==> src/rtl/fp_pkg.sv <==
// Shared binary32 constants and FSM state type for the floating-point datapath.
// The floating-point adder is expected to import this package as well.
package fp_pkg;

    localparam int EXP_W   = 8;
    localparam int FRAC_W  = 23;
    localparam int FP_BIAS = 127;

    localparam logic [EXP_W-1:0] FP_EXP_MAX = 8'hFF;
    localparam logic [31:0]      FP_QNAN    = 32'h7F800001;

    typedef enum logic [2:0] {
        IDLE,
        CHECKS,
        MULT,
        NORM,
        ROUND,
        FINISHED
    } state_t;

endpackage

==> src/rtl/multiplier_fp_if.sv <==
// start/ready/busy handshake bundle shared by the multiplier and the adder.
interface multiplier_fp_if;

    logic        start;
    logic [31:0] A;
    logic [31:0] B;
    logic        ready;
    logic        busy;
    logic [31:0] Y;

    modport master (output start, A, B, input ready, busy, Y);
    modport slave  (input start, A, B, output ready, busy, Y);

endinterface

==> src/rtl/fp_classify.sv <==
// Combinational binary32 operand classifier; denormals are reported as zero.
module fp_classify
    import fp_pkg::*;
(
    input  logic [31:0] value,
    output logic        sign,
    output logic        is_nan,
    output logic        is_inf,
    output logic        is_zero
);

    logic [EXP_W-1:0]  exp_f;
    logic [FRAC_W-1:0] frac_f;

    assign sign    = value[31];
    assign exp_f   = value[FRAC_W +: EXP_W];
    assign frac_f  = value[FRAC_W-1:0];

    assign is_nan  = (exp_f == FP_EXP_MAX) && (frac_f != '0);
    assign is_inf  = (exp_f == FP_EXP_MAX) && (frac_f == '0);
    assign is_zero = (exp_f == '0);

endmodule

==> src/rtl/multiplier_fp.sv <==
// Multi-cycle binary32 multiplier: 24-step shift-add mantissa product,
// single guard bit rounding (half away from zero), denormals flushed to zero.
module multiplier_fp
    import fp_pkg::*;
(
    input  logic            clk,
    input  logic            rst_n,
    multiplier_fp_if.slave  bus
);

    state_t state, next_state;

    logic [31:0]        a_reg, b_reg;
    logic [23:0]        mcand, mplier;
    logic [47:0]        prod;
    logic [4:0]         count;
    logic signed [9:0]  exp_sum;
    logic [FRAC_W-1:0]  mant;
    logic               guard;
    logic [31:0]        y_reg;
    logic               ready_reg, busy_reg;

    logic sign_a, nan_a, inf_a, zero_a;
    logic sign_b, nan_b, inf_b, zero_b;

    logic               res_sign;
    logic               special;
    logic [31:0]        special_y;
    logic [FRAC_W:0]    rounded;
    logic signed [9:0]  exp_round;

    fp_classify u_cls_a (
        .value   (a_reg),
        .sign    (sign_a),
        .is_nan  (nan_a),
        .is_inf  (inf_a),
        .is_zero (zero_a)
    );

    fp_classify u_cls_b (
        .value   (b_reg),
        .sign    (sign_b),
        .is_nan  (nan_b),
        .is_inf  (inf_b),
        .is_zero (zero_b)
    );

    // Priority order matters: NaN beats Inf*0, which beats plain Inf, which beats zero.
    always_comb begin
        res_sign  = sign_a ^ sign_b;
        special   = 1'b1;
        special_y = FP_QNAN;
        if (nan_a || nan_b) begin
            special_y = FP_QNAN;
        end else if ((inf_a && zero_b) || (zero_a && inf_b)) begin
            special_y = FP_QNAN;
        end else if (inf_a || inf_b) begin
            special_y = {res_sign, FP_EXP_MAX, {FRAC_W{1'b0}}};
        end else if (zero_a || zero_b) begin
            special_y = {res_sign, {EXP_W{1'b0}}, {FRAC_W{1'b0}}};
        end else begin
            special   = 1'b0;
            special_y = '0;
        end
    end

    always_comb begin
        rounded   = {1'b0, mant} + {{FRAC_W{1'b0}}, guard};
        exp_round = rounded[FRAC_W] ? exp_sum + 10'sd1 : exp_sum;
    end

    always_ff @(posedge clk or negedge rst_n) begin
        if (!rst_n) begin
            state <= IDLE;
        end else begin
            state <= next_state;
        end
    end

    always_comb begin
        next_state = state;
        case (state)
            IDLE:     if (bus.start) next_state = CHECKS;
            CHECKS:   next_state = special ? FINISHED : MULT;
            MULT:     if (count == 5'd23) next_state = NORM;
            NORM:     next_state = ROUND;
            ROUND:    next_state = FINISHED;
            FINISHED: next_state = IDLE;
            default:  next_state = IDLE;
        endcase
    end

    always_ff @(posedge clk or negedge rst_n) begin
        if (!rst_n) begin
            a_reg     <= '0;
            b_reg     <= '0;
            mcand     <= '0;
            mplier    <= '0;
            prod      <= '0;
            count     <= '0;
            exp_sum   <= '0;
            mant      <= '0;
            guard     <= 1'b0;
            y_reg     <= '0;
            ready_reg <= 1'b0;
            busy_reg  <= 1'b0;
        end else begin
            case (state)
                IDLE: begin
                    if (bus.start) begin
                        a_reg     <= bus.A;
                        b_reg     <= bus.B;
                        busy_reg  <= 1'b1;
                        ready_reg <= 1'b0;
                    end
                end
                CHECKS: begin
                    if (special) begin
                        y_reg <= special_y;
                    end else begin
                        mcand   <= {1'b1, a_reg[FRAC_W-1:0]};
                        mplier  <= {1'b1, b_reg[FRAC_W-1:0]};
                        exp_sum <= ({2'b00, a_reg[FRAC_W +: EXP_W]}
                                  + {2'b00, b_reg[FRAC_W +: EXP_W]})
                                  - 10'(FP_BIAS);
                        prod    <= '0;
                        count   <= '0;
                    end
                end
                MULT: begin
                    if (mplier[count]) begin
                        prod <= prod + ({24'd0, mcand} << count);
                    end
                    count <= count + 5'd1;
                end
                NORM: begin
                    // Product of two [1,2) mantissas lies in [1,4); bit 47 set means >= 2.
                    if (prod[47]) begin
                        mant    <= prod[46:24];
                        guard   <= prod[23];
                        exp_sum <= exp_sum + 10'sd1;
                    end else begin
                        mant    <= prod[45:23];
                        guard   <= prod[22];
                    end
                end
                ROUND: begin
                    if (exp_round >= 10'sd255) begin
                        y_reg <= {res_sign, FP_EXP_MAX, {FRAC_W{1'b0}}};
                    end else if (exp_round <= 10'sd0) begin
                        y_reg <= {res_sign, {EXP_W{1'b0}}, {FRAC_W{1'b0}}};
                    end else begin
                        y_reg <= {res_sign, exp_round[EXP_W-1:0], rounded[FRAC_W-1:0]};
                    end
                end
                FINISHED: begin
                    ready_reg <= 1'b1;
                    busy_reg  <= 1'b0;
                end
                default: ;
            endcase
        end
    end

    assign bus.ready = ready_reg;
    assign bus.busy  = busy_reg;
    assign bus.Y     = y_reg;

endmodule

==> src/flat_wrapper.sv <==
// flat-port wrapper written by rule: the top's interface ports become plain ports
module multiplier_fp_flat import fp_pkg::*;
  (clk, rst_n, bus_start, bus_A, bus_B, bus_ready, bus_busy, bus_Y);
  multiplier_fp_if bus_i ();
  input  logic clk;
  input  logic rst_n;
  input wire logic [$bits(bus_i.start)-1:0] bus_start;
  input wire logic [$bits(bus_i.A)-1:0] bus_A;
  input wire logic [$bits(bus_i.B)-1:0] bus_B;
  output wire logic [$bits(bus_i.ready)-1:0] bus_ready;
  output wire logic [$bits(bus_i.busy)-1:0] bus_busy;
  output wire logic [$bits(bus_i.Y)-1:0] bus_Y;
  assign bus_i.start = bus_start;
  assign bus_i.A = bus_A;
  assign bus_i.B = bus_B;
  assign bus_ready = bus_i.ready;
  assign bus_busy = bus_i.busy;
  assign bus_Y = bus_i.Y;
  multiplier_fp u_core (.clk(clk), .rst_n(rst_n), .bus(bus_i));
endmodule
==> config.mk <==
export PLATFORM = sky130hd
export DESIGN_NAME = multiplier_fp_flat
export DESIGN_NICKNAME = d
export VERILOG_FILES = /design/src/rtl/fp_pkg.sv /design/src/rtl/multiplier_fp_if.sv /design/src/rtl/fp_classify.sv /design/src/rtl/multiplier_fp.sv /design/src/flat_wrapper.sv
export SDC_FILE = /design/constraint.sdc
export NUM_CORES = 1
export LEC_CHECK = 0
export ABC_AREA = 1
export CAP_MARGIN = 20
export CORE_ASPECT_RATIO = 0.6
export CORE_MARGIN = 5
export CORE_UTILIZATION = 65
export DETAILED_ROUTE_END_ITERATION = 10
export PLACE_DENSITY = 0.86
export SLEW_MARGIN = 20
export SYNTH_ARGS = -nofsm -noshare
export SYNTH_HDL_FRONTEND = slang
export SYNTH_SLANG_ARGS = --single-unit
==> constraint.sdc <==
create_clock -name clk -period 7.9 [get_ports clk]
set_input_delay 1.58 -clock clk [delete_from_list [all_inputs] [get_ports clk]]
set_output_delay 1.58 -clock clk [all_outputs]
set_load 0.02 [all_outputs]
==> flow_summary.json <==
{
  "synth-edff-count": 0,
  "synth-seq-cells": 235,
  "yosysMostFrequentCell": "nand2_1",
  "critPathTopFamily": "compound AO/OA/AOI/OAI gates",
  "crit_chain": "clkinv_1 -> o21ai_0 -> nand2_1 -> nand2_1 -> nand2_1 -> o21ai_0 -> o21ai_0 -> ha_1 -> nand2_1 -> nor2_1 -> inv_1 -> nor2_1 -> nand3_1 -> o21ai_0 -> nand2_1 -> nand2_1 -> nand2_1 -> nand2_1 -> o21ai_0",
  "final_max_slew_viol_count": 0,
  "vias": 16000,
  "end_kind": "flip-flop",
  "crit_path_top_delay_cell": "dfrtp_1",
  "routedWlPerCell_um": 19.1,
  "grt_start_max_net_pins": 137,
  "root_buffer": "clkbuf_16",
  "io_pins": 101,
  "drive_gt1_share_pct": 4.28,
  "portBuffers": 100,
  "coreArea_mm2": 0.0232,
  "grt_overflow": 0,
  "hp-class": "flip-flop to flip-flop",
  "dpl.hpwl_um": 36600,
  "antenna_cells": 0,
  "synth_top_area_share_pct": 38.0,
  "max_stage_delay_ps": 1040,
  "placed_cells": 2566,
  "rsz0062_at_grt": "no",
  "busiest_layer": "met1",
  "synth.avg_cell_area_um2": 6.95,
  "die_h_um": 129,
  "drtPass1Iterations": 7,
  "crit_buf_inv": 2,
  "start_kind": "flip-flop",
  "finClkSkew_ps": 14.4,
  "hold_buffers": 0,
  "clkSlewWorstSetupHoldPaths_ps": 70,
  "drcViolationCount": 0,
  "min_period_ps": 5660,
  "drt_wl_total_um": 49900,
  "antenna_found_initial": 0,
  "setup_slack_ps": 2240,
  "worst_pin_slew_ps": 1150,
  "grt_first_pass_wirelength_um": 79800,
  "ys.flop_type": "dfrtp_1",
  "instances_no_fill": 2606,
  "ys_seq_area_share_pct": 38.0,
  "first_iter_violations": 2281,
  "power_density_mw_per_mm2": 398,
  "first_global_vias": 14700,
  "yosysUniqueCellTypes": 52,
  "synthTopCellsByCount": "707 x nand2_1, 278 x o21ai_0, 235 x dfrtp_1",
  "synth.cell_area_mm2": 0.0155,
  "post_cts_buffers": 0,
  "clk_path_buf_depth": 3,
  "p_leak_nw": 8.15,
  "std_cell_rows": 43,
  "post-route-period-util_pct": 71.7,
  "viasPerCell": 6.15,
  "synth-async-reset-ratio_pct": 100,
  "cts_tree": "built",
  "final_hold_viol_count": 0,
  "cts_buffers": 23,
  "arrival_ps": 6070,
  "grt.met2_usage_pct": 52.3,
  "clock_sinks": 235,
  "largest_reg_flops": 48,
  "maxCapViolations": 0,
  "pre_cts_ws_ps": 2510,
  "worst-path-max-fanout": 37,
  "status": "finished clean",
  "gr-usage-all-layers_pct": 36.5,
  "fin_tns_setup_ps": 0,
  "area_growth_pct": 12.5,
  "top_register": "u_core.prod",
  "gp_congestion": 1.06,
  "syn-num-nets": 2353,
  "initial_utilization_pct": 66.5,
  "fmax_mhz": 177,
  "die_area_mm2": 0.0271,
  "cts_resized": 0,
  "met1_usage_pct": 57.0,
  "yosysTopAreaCell": "dfrtp_1",
  "path_common_cell": "nand2_1",
  "synth.area.top_cells": "dfrtp_1 38%, nand2_1 17%, o21ai_0 9.0%",
  "max-slew-margin-rel_pct": 23.4,
  "worstSetupPathType": "flip-flop to flip-flop",
  "yosys_warnings": 0,
  "nNetsFinal": 2405,
  "setup-violations-final": 0,
  "die_width_um": 209,
  "synthCells": 2224,
  "met3_usage_pct": 8.57,
  "cts_max_level": 1,
  "max-vdd-ir-drop_uv": 286,
  "antenna_left": 0,
  "clk_latency_ps": 540,
  "required_ps": 8310
}
==> layout make-up <==
cell class              count  area, µm²
flip-flops and latches    235       5880
fillers                  1720       5840
repair buffers            110       1090
inverters                 216        811
clock buffers              28        624
well taps                 315        394
multi-input cells        1690       8420
clock inverters            12        178
==> report_power, final <==
part	internal, mW	leakage [nW]	switching (mW)	total, mW
clock	0.697	0.393	0.512	1.21
combinational	1.16	4.71	2.55	3.71
sequential	1.65	3.05	0.358	2.01
total	3.51	8.15	3.42	6.93
==> layer usage <==
metal | wire (µm) | part of all wire [%]
met1 | 22400 | 45
met2 | 20500 | 41
met3 | 6060 | 12
met4 | 940 | 1.9
met5 | 0 | 0
==> worst reg2reg max path, stage by stage (launching register included) <==
cell      delay, ps
dfrtp_1        1040
clkinv_1        930
o21ai_0         670
nand2_1         160
nand2_1         140
nand2_1          60
o21ai_0         160
o21ai_0         310
ha_1            490
nand2_1         120
nor2_1          130
inv_1            70
nor2_1          160
nand3_1          80
o21ai_0         590
nand2_1         120
nand2_1         110
nand2_1          50
nand2_1          60
o21ai_0          80
==> through the flow <==
stage / util, % / total power, mW / hold slack, ps / cell area, µm²
5_1_grt: 74.9 / 7.40 / 511 / 17400
2_1_floorplan: - / 4.43 / 448 / 15500
6_report: 74.9 / 6.93 / 489 / 17400
3_3_place_gp: 71.4 / 5.38 / 459 / 16600
3_5_place_dp: 71.4 / 5.54 / 469 / 16600
4_1_cts: 74.9 / 6.80 / 485 / 17400
==> layout by cell type, fill, tap and decap left out, types with 9 or more instances in the layout <==
master           count
nand2_1            707
o21ai_0            278
dfrtp_1            234
nor2_1             206
inv_1              205
nand3_1            105
clkdlybuf4s50_1     99
a21oi_1             78
ha_1                60
xor2_1              30
nand4_1             27
nor3_1              26
clkbuf_16           23
a31oi_1             20
mux2i_1             17
o211ai_1            17
o22ai_1             15
o21ai_2             14
xnor2_1             13
buf_4                9
==> kinds of logic after synthesis <==
family                     synth area share, %
and+or+nand+nor                           29.5
AOI/OAI and AO/OA                         16.2
buffers and inverters                     7.58
DFF                                       38.0
adders and majority gates                 5.11
xor gates and xnor gates                  2.43
muxes                                     1.10
==> worst paths after layout <==
| path | startpoint | endpoint | slack [ps] | cells past startpoint |
|---|---|---|---|---|
| min | u_core.mplier[6]$_DFFE_PN0P_ | u_core.mplier[6]$_DFFE_PN0P_ | 490 | 2 |
| min reg2reg | u_core.mplier[6]$_DFFE_PN0P_ | u_core.mplier[6]$_DFFE_PN0P_ | 490 | 2 |
| max reg2reg | u_core.count[1]$_DFFE_PN0P_ | u_core.prod[41]$_DFFE_PN0P_ | 2240 | 19 |
| min in group asynchronous | rst_n | u_core.a_reg[28]$_DFFE_PN0P_ | 1030 | 1 |
| max | u_core.count[1]$_DFFE_PN0P_ | u_core.prod[41]$_DFFE_PN0P_ | 2240 | 19 |
| max in group asynchronous | rst_n | u_core.prod[47]$_DFFE_PN0P_ | 5590 | 2 |
(Power assumes the default switching activity.)
